<file path="src/rtl/ysyx_25040105_ifetch_ctrl_pkg.sv">
// Shared types and constants for the instruction-fetch bus controller.
// Holds the FSM encoding, error codes and the instruction payload struct.
package ysyx_25040105_ifetch_ctrl_pkg;

  localparam int unsigned XLEN  = 32;
  localparam int unsigned ERR_W = 2;

  typedef enum logic [1:0] {
    ST_IDLE = 2'b00,
    ST_REQ  = 2'b01,
    ST_WAIT = 2'b10,
    ST_RESP = 2'b11
  } state_e;

  localparam logic [ERR_W-1:0] INST_ERR_OK       = 2'b00;
  localparam logic [ERR_W-1:0] INST_ERR_MISALIGN = 2'b01;
  localparam logic [ERR_W-1:0] INST_ERR_BUS      = 2'b10;
  localparam logic [1:0]       RRESP_OKAY        = 2'b00;

  typedef struct packed {
    logic [XLEN-1:0]  inst;
    logic [XLEN-1:0]  pc;
    logic [ERR_W-1:0] err;
  } inst_pkt_t;

  // Instructions are word aligned; only the two low PC bits matter.
  function automatic logic pc_misaligned(input logic [1:0] pc_lsb);
    return pc_lsb != 2'b00;
  endfunction

  function automatic logic [ERR_W-1:0] resp_to_err(input logic [1:0] resp);
    return (resp != RRESP_OKAY) ? INST_ERR_BUS : INST_ERR_OK;
  endfunction

endpackage

</file>
<file path="src/rtl/ysyx_25040105_sat_cnt.sv">
// Enable/clear saturating counter that emits a one-cycle pulse the cycle
// after the count first reaches MAX. MAX of zero disables counting and the pulse.
module ysyx_25040105_sat_cnt #(
  parameter int unsigned     WIDTH = 10,
  parameter logic [WIDTH-1:0] MAX  = '1
) (
  input  logic clk,
  input  logic rst,
  input  logic en,
  input  logic clr,
  output logic hit
);

  logic [WIDTH-1:0] cnt;
  logic [WIDTH-1:0] cnt_d;
  logic             hit_d;

  // Clear has priority; counting stops once MAX is held.
  always_comb begin
    cnt_d = cnt;
    hit_d = 1'b0;
    if (clr) begin
      cnt_d = '0;
    end else if (en && (cnt != MAX)) begin
      cnt_d = cnt + WIDTH'(1);
      hit_d = (cnt_d == MAX);
    end
  end

  always_ff @(posedge clk or negedge rst) begin
    if (!rst) begin
      cnt <= '0;
      hit <= 1'b0;
    end else begin
      cnt <= cnt_d;
      hit <= hit_d;
    end
  end

endmodule

</file>
<file path="src/rtl/ysyx_25040105_ifetch_ctrl.sv">
// Instruction-fetch bus controller: one blocking AR/R read per accepted PC,
// result returned to decode via valid/ready, flushed fetches are discarded.
module ysyx_25040105_ifetch_ctrl
  import ysyx_25040105_ifetch_ctrl_pkg::*;
#(
  parameter int unsigned TIMEOUT_CYC = 1024
) (
  input  logic        clk,
  input  logic        rst,
  input  logic        pc_valid,
  input  logic [31:0] pc,
  output logic        pc_ready,
  input  logic        flush,
  output logic [31:0] araddr,
  output logic        arvalid,
  input  logic        arready,
  input  logic [31:0] rdata,
  input  logic [1:0]  rresp,
  input  logic        rvalid,
  output logic        rready,
  output logic        inst_valid,
  output logic [31:0] inst,
  output logic [31:0] inst_pc,
  output logic [1:0]  inst_err,
  input  logic        inst_ready,
  output logic        bus_timeout
);

  localparam int unsigned CNT_W = (TIMEOUT_CYC == 0) ? 1 : $clog2(TIMEOUT_CYC + 1);
  localparam logic [CNT_W-1:0] CNT_MAX = CNT_W'(TIMEOUT_CYC);

  state_e      state_q;
  state_e      state_d;
  logic        drop_q;
  logic        drop_d;
  inst_pkt_t   pkt_q;
  inst_pkt_t   pkt_d;
  logic [31:0] araddr_d;
  logic        in_wait;

  assign inst     = pkt_q.inst;
  assign inst_pc  = pkt_q.pc;
  assign inst_err = pkt_q.err;
  assign in_wait  = (state_q == ST_WAIT);

  // Next state and payload; drop marks a fetch whose data must be thrown away.
  always_comb begin
    state_d  = state_q;
    drop_d   = drop_q;
    pkt_d    = pkt_q;
    araddr_d = araddr;
    case (state_q)
      ST_IDLE: begin
        if (pc_valid && pc_ready) begin
          araddr_d = pc;
          pkt_d.pc = pc;
          if (pc_misaligned(pc[1:0])) begin
            pkt_d.inst = '0;
            pkt_d.err  = INST_ERR_MISALIGN;
            state_d    = ST_RESP;
          end else begin
            state_d = ST_REQ;
          end
        end
      end
      ST_REQ: begin
        if (flush) drop_d = 1'b1;
        if (arready) state_d = ST_WAIT;
      end
      ST_WAIT: begin
        if (rvalid) begin
          if (drop_q || flush) begin
            drop_d  = 1'b0;
            state_d = ST_IDLE;
          end else begin
            pkt_d.inst = rdata;
            pkt_d.err  = resp_to_err(rresp);
            state_d    = ST_RESP;
          end
        end else if (flush) begin
          drop_d = 1'b1;
        end
      end
      ST_RESP: begin
        // Flush beats a simultaneous inst_ready; either way the slot is released.
        if (flush || inst_ready) state_d = ST_IDLE;
      end
      default: state_d = ST_IDLE;
    endcase
  end

  // Handshake outputs are registered copies of the next-state decode.
  always_ff @(posedge clk or negedge rst) begin
    if (!rst) begin
      state_q    <= ST_IDLE;
      drop_q     <= 1'b0;
      pkt_q      <= '0;
      araddr     <= '0;
      pc_ready   <= 1'b1;
      arvalid    <= 1'b0;
      rready     <= 1'b0;
      inst_valid <= 1'b0;
    end else begin
      state_q    <= state_d;
      drop_q     <= drop_d;
      pkt_q      <= pkt_d;
      araddr     <= araddr_d;
      pc_ready   <= (state_d == ST_IDLE);
      arvalid    <= (state_d == ST_REQ);
      rready     <= (state_d == ST_WAIT);
      inst_valid <= (state_d == ST_RESP);
    end
  end

  ysyx_25040105_sat_cnt #(
    .WIDTH (CNT_W),
    .MAX   (CNT_MAX)
  ) u_wait_cnt (
    .clk (clk),
    .rst (rst),
    .en  (in_wait),
    .clr (~in_wait),
    .hit (bus_timeout)
  );

endmodule

</file>
<file path="config.mk">
export PLATFORM = sky130hd
export DESIGN_NAME = ysyx_25040105_ifetch_ctrl
export DESIGN_NICKNAME = d
export VERILOG_FILES = /design/src/rtl/ysyx_25040105_ifetch_ctrl_pkg.sv /design/src/rtl/ysyx_25040105_sat_cnt.sv /design/src/rtl/ysyx_25040105_ifetch_ctrl.sv
export SDC_FILE = /design/constraint.sdc
export NUM_CORES = 1
export LEC_CHECK = 0
export BUFFER_PORTS_ARGS = -buffer_cell sky130_fd_sc_hd__buf_2
export CELL_PAD_IN_SITES_DETAIL_PLACEMENT = 0
export CELL_PAD_IN_SITES_GLOBAL_PLACEMENT = 1
export CORE_MARGIN = 2
export CORE_UTILIZATION = 38
export CTS_CLUSTER_DIAMETER = 50
export DETAILED_ROUTE_END_ITERATION = 6
export MAX_ROUTING_LAYER = met4
export PLACE_DENSITY_LB_ADDON = 0.25
export SYNTH_ARGS = -nofsm -noshare
export SYNTH_HDL_FRONTEND = slang
export SYNTH_HIERARCHICAL = 1
export SYNTH_SLANG_ARGS = --single-unit
</file>
<file path="constraint.sdc">
create_clock -name clk -period 4.5 [get_ports clk]
set_input_delay 0.225 -clock clk [delete_from_list [all_inputs] [get_ports clk]]
set_output_delay 0.225 -clock clk [all_outputs]
set_load 0.01 [all_outputs]
</file>
After elaboration in Yosys (flattened, before gate mapping):

Index checks and enable logic that the tools add are counted.

* add/sub/neg operators: 1
* equality and inequality tests: 14
* muxes and demuxes: 25
* reduce and logical (&&, ||, !) cells: 13

Operators with widths (number)
* 2-to-1 mux 32 bit: 3
* 2-to-1 mux 66 bit: 1
* case mux 32 bit (2 select lines): 1
* 2-to-1 mux 11 bit: 2
* 2-to-1 mux 2 bit: 10
* adder 11 x 1 -> 11 bit (second input constant): 1
* == test 11 bit (second input constant): 1
* inequality test 11 bit (second input constant): 1
* inequality test 2 bit (second input constant): 5
* == test 2 bit (second input constant): 4
* case mux 2 bit (4 select lines): 1
* nonzero test 2 bit: 4
* 2-to-1 mux 1 bit: 5
* AND reduction 5 bit: 1
* == test 2 x 1 -> 1 bit (second input constant): 2
* zero test 2 bit: 2
* case mux 2 bit (2 select lines): 1
* AND reduction 2 bit: 2
* inequality test 3 bit (second input constant): 1
* logical AND 1 bit: 2
* logical OR 1 bit: 2
* case mux 1 bit (2 select lines): 1

* flip-flop bits (word level): 85
* input bits: 73
* output and inout bits: 103
* word-level logic and storage cells: 64

Longest topological paths before layout:

* word-level depth: 5
* depth in mapped cells: 8
* mapped depth without buffers: 6

By module:

Netlist, hierarchy kept.

By module, submodules not included
* ysyx_25040105_ifetch_ctrl: instances 1, cells each 283, area an instance 3188.1 µm², sequential area each 1828.0 µm²
* ysyx_25040105_sat_cnt: instances 1, cells each 86, area an instance 822.0 µm², sequential area each 300.3 µm²

Least setup slack after synthesis:

Ideal clock, no wire load.

* path kind: register -> register
* start: register state_q[0]
* end: register u_wait_cnt.hit
* library setup time: 0.067 ns
* data arrival time: 1.898 ns
* data required time: 4.433 ns
* path slack: 2.535 ns
* stages on the path, launching flop included: 9
* path buffers: 2
* period minus slack after synthesis: 1.965 ns
* cell sequence: dfrtp_1 -> inv_1 -> ha_1 -> buf_6 -> clkbuf_1 -> inv_1 -> nand2b_1 -> a2111oi_0 -> and3_1

* longest elaborated chain between the ends: 4

RTL lines
* start: declaration: RTL line ysyx_25040105_ifetch_ctrl.sv:32 `state_e state_q;`
* start signal: assignment: RTL line ysyx_25040105_ifetch_ctrl.sv:104 `state_q <= state_d;`
* == test 2 bit (*): RTL line ysyx_25040105_ifetch_ctrl.sv:44 `assign in_wait = (state_q == ST_WAIT);`
* named net in_wait: RTL line ysyx_25040105_ifetch_ctrl.sv:39 `logic in_wait;`
* logical AND 1 bit: RTL line ysyx_25040105_sat_cnt.sv:24 `end else if (en && (cnt != MAX)) begin`
* 2-to-1 mux 1 bit: RTL line ysyx_25040105_sat_cnt.sv:24
* 2-to-1 mux 1 bit (*): RTL line ysyx_25040105_sat_cnt.sv:22 `if (clr) begin`
* named net u_wait_cnt.hit_d: RTL line ysyx_25040105_sat_cnt.sv:16 `logic hit_d;`
* end signal: assignment: RTL line ysyx_25040105_sat_cnt.sv:36 `hit <= hit_d;`
* end: declaration: RTL line ysyx_25040105_sat_cnt.sv:11 `output logic hit`

Mark *: on every way through the listed nets, which the timed path passes. The rest lies on a longest branch.
A chain may end at the register's enable or synchronous reset.

Worst setup path after layout:

* start: register state_q[0]
* end: register pkt_q (netlist bit inst[6])

* longest elaborated chain between the ends: 3
* elaborated cells between the ends (all ways): 9
* those cells by class: eq/ne (5); mux (1); reduce/logical (3)

RTL lines
* == test 2 bit (*)
* named net in_wait: RTL line ysyx_25040105_ifetch_ctrl.sv:39
* inequality test 2 bit (no source line) or nonzero test 2 bit (tied branches)
* AND reduction 5 bit (no source line)
* end signal: assignment: RTL line ysyx_25040105_ifetch_ctrl.sv:106 `pkt_q <= pkt_d;`
* end: declaration: RTL line ysyx_25040105_ifetch_ctrl.sv:36 `inst_pkt_t pkt_q;`

Marks and branches as above.

==> results.md <==
- Result of the run: complete, no violations
- Post-CTS resize count: 0
- Pin count of the biggest net entering global routing: 86
- Leakage power: 2.47 nW
- Clk Tree Root Cell: sky130_fd_sc_hd__clkbuf_8
- Most area-hungry cell type in the Yosys netlist: sky130_fd_sc_hd__dfrtp_1
- Estimated wirelength of the detail-placed design: 6.19 mm
- Largest delay share family, worst path: compound AO/OA/AOI/OAI gates
- Post-CTS Setup Repair Bufs: 0
- Clock period minus worst slack: 2.83 ns
- Hold buffer count at cts: 0
- Worst clock skew: 0.00706 ns
- Combined flip-flop and latch cell area: 0.00213 sq mm
- CTS Sinks: 85
- GRT Overall Usage: 15.7%
- Data arrival time at the worst-slack endpoint: 3.06 ns
- Largest fanout on the critical path: 42
- Starting utilization of the core area: 39.0%
- Synth Warn #: 6
- TritonCTS buffer count: 9
- Router iterations before antenna repair: 4
- Yosys cell types: 47
- Number of global-route vias before repair: 2812
- Number of fill cells in the layout: 984
- Leading cell type in the layout, fill and taps excluded: sky130_fd_sc_hd__buf_2
- Buffering stage count on the worst path with inverters included: 2
- Total of flip-flops plus latches after synthesis: 85
- Hold violation total from the final report: 0
- Setup crit end kind: flip-flop
- I/O pin count: 176
- Max clock buf depth: 2
- Power density relative to cell area: 670 mW/mm^2
- Register area share after synthesis: 53.1%
- Max-cap violations: 0
- Measured slew at the worst slew-check pin: 1.06 ns
- Setup repair after global routing missed its margin: no
- Proportion of register bits with asynchronous set or reset after synthesis: 100%
- Required time of the worst setup path: 4.73 ns
- Global-route congestion overflow total: 0
- Highest-count cells in the layout ignoring fill and taps: sky130_fd_sc_hd__buf_2 (174), sky130_fd_sc_hd__dfrtp_1 (84), sky130_fd_sc_hd__nand2_1 (70)
- Reg-to-reg slack, setup: 1.67 ns
- Setup violators final: 0
- Sum of negative setup slack: 0 ns
- Via count: 3009
- Average cell area after synthesis: 10.9 sq um
- Tightest slew margin relative to the limit: 29.3%
- Power after layout: 3.27 mW
- Hold/Removal Path Class: in -> async
- Cell with the biggest individual delay on the critical path: sky130_fd_sc_hd__o22ai_4
- Period utilisation layout: 62.8%
- Worst VDD drop: 0.000229 V
- Syn Inst Count: 369
- Weighted congestion reported at the end of routability-driven placement: 0.775
- Class of the most critical setup path: reg -> reg
- CORE AREA: 0.0103 sq mm
- Routed WL per cell: 13.1 um
- Maximum clock rate: 354 MHz
- Wirelength, routed: 8.46 mm
- Clock slew at reported path FFs: 0.09 ns
- Proportion of netlist area held by the largest area contributor: 52.4%
- Area growth from synthesis to layout: 21.8%
- Number of H-tree levels: 3
- Delay contributed by the slowest stage of the critical path: 0.70 ns
- Worst hold margin: 0.0397 ns
- Synthesized area: 0.00401 sq mm
- Crit start category: flip-flop
- Proportion of layout cells with a drive suffix above 1: 46.6%
- Post-synthesis net count: 450
- Synth Flop Type: sky130_fd_sc_hd__dfrtp_1
- Biggest area contributors in the synthesized netlist: sky130_fd_sc_hd__dfrtp_1 (52%), sky130_fd_sc_hd__mux2_2 (9.0%), sky130_fd_sc_hd__buf_4 (6.9%)
- Die Width: 107 um
- Number of violations reported at the end of detailed-routing iteration 0: 180
- Mean number of vias per cell: 4.67
- Post-route ant nets: 0
- Area enclosed by the die boundary: 0.0114 sq mm
- TritonCTS clock tree: built
- Number of antenna repair diodes: 0
- Initial antenna violation count: 0
- Max-slew violation total from the final report: 0
- Row cnt: 37
- Number of flops mapped to enable cells by yosys: 0
- Count of buffers inserted at the top-level ports: 175
- DR DRC count: 0
- Global-route wire length before repair: 13.6 mm
- Later-pin clock latency in the skew report: 0.35 ns
- NumNets Final: 585
- Combined area of the multi-input logic cells: 0.00147 sq mm
- Critical Path, Cell by Cell: inv_1 > ha_1 > and2b_1 > o22ai_4 > buf_4 > o21ai_0
- Die height: 107 um
## flip-flops by register name, indices dropped and copies added, names as in the netlist
signal,flops
inst,32
inst_pc,32
u_wait_cnt/cnt,11
inst_err,2
state_q,2
arvalid,1
drop_q,1
inst_valid,1
pc_ready,1
rready,1
u_wait_cnt/hit,1
## through the flow
stage	instance area [sq um]	setup slack, ns	utilization [%]	instances
6_report	4880	1.67	47.5	645
4_1_cts	4880	1.63	47.5	645
5_1_grt	4880	1.42	47.5	645
3_5_place_dp	4700	1.63	45.7	629
2_1_floorplan	4010	2.54	-	369
3_3_place_gp	4700	1.72	45.7	629
## synthesized netlist by cell type, drive strengths merged, types with 2 or more instances
master	count
a31oi	3
ha	8
or3	5
nor2	9
nand4	6
and2b	2
a32oi	2
mux2	32
a21oi	6
nand3	2
clkbuf	6
o31ai	3
and2	2
buf	48
xnor2	4
and3	3
inv	7
o22ai	2
o21ai	40
nand2	70
nor2b	3
xor2	6
dfrtp	84
## cell families (layout without fill, tap and decap cells)
family / after synthesis / in the layout / share of synthesized area, %
compound gates: 63 / 63 / 9.95
xor+xnor: 10 / 10 / 2.18
fa+ha+maj: 8 / 8 / 2.50
buf+inv: 61 / 201 / 10.4
flops: 85 / 85 / 53.1
mux: 33 / 33 / 9.24
simple gates: 109 / 109 / 12.7
## routing by layer
metal | vias to the layer above | routed length (um) | track usage, %
met1 | 1390 | 3800 | 19.6
met2 | 120 | 3880 | 24.3
li1 | 1488 | - | -
met5 | - | 0 | -
met4 | 0 | 153 | 7.24
met3 | 11 | 620 | 3.53
## report_power, final
group | switching (mW) | internal (mW) | leakage (nW)
Sequential | 0.205 | 1.10 | 1.09
Combinational | 0.832 | 0.637 | 1.29
Clock | 0.284 | 0.219 | 0.0864
## final timing paths
path	startpoint	endpoint	cells after the start
min reg2reg	inst[25]	inst[25]	2
min in group clk	rvalid	drop_q	2
max reg2reg	state_q[0]	inst[6]	6
max in group asynchronous	rst	arvalid	1
max	state_q[0]	inst[6]	6
min	rst	inst_pc[31]	1
## worst register-to-register path, cell delays in order, from the launching register on
cell and delay [ns]:
sky130_fd_sc_hd__dfrtp_1 0.42, sky130_fd_sc_hd__inv_1 0.15, sky130_fd_sc_hd__ha_1 0.60, sky130_fd_sc_hd__and2b_1 0.29, sky130_fd_sc_hd__o22ai_4 0.70, sky130_fd_sc_hd__buf_4 0.40
sky130_fd_sc_hd__o21ai_0 0.15
## cell type report
type	count	share of cell area, %
clock inverters	6	0.973
clock buffers	10	2.82
well taps	136	3.48
flip-flops and latches	85	43.6
multi-input cells	223	30.2
inverters	7	0.538
repair buffers	178	18.4
No activity file was read; power rests on OpenSTA's default activity.
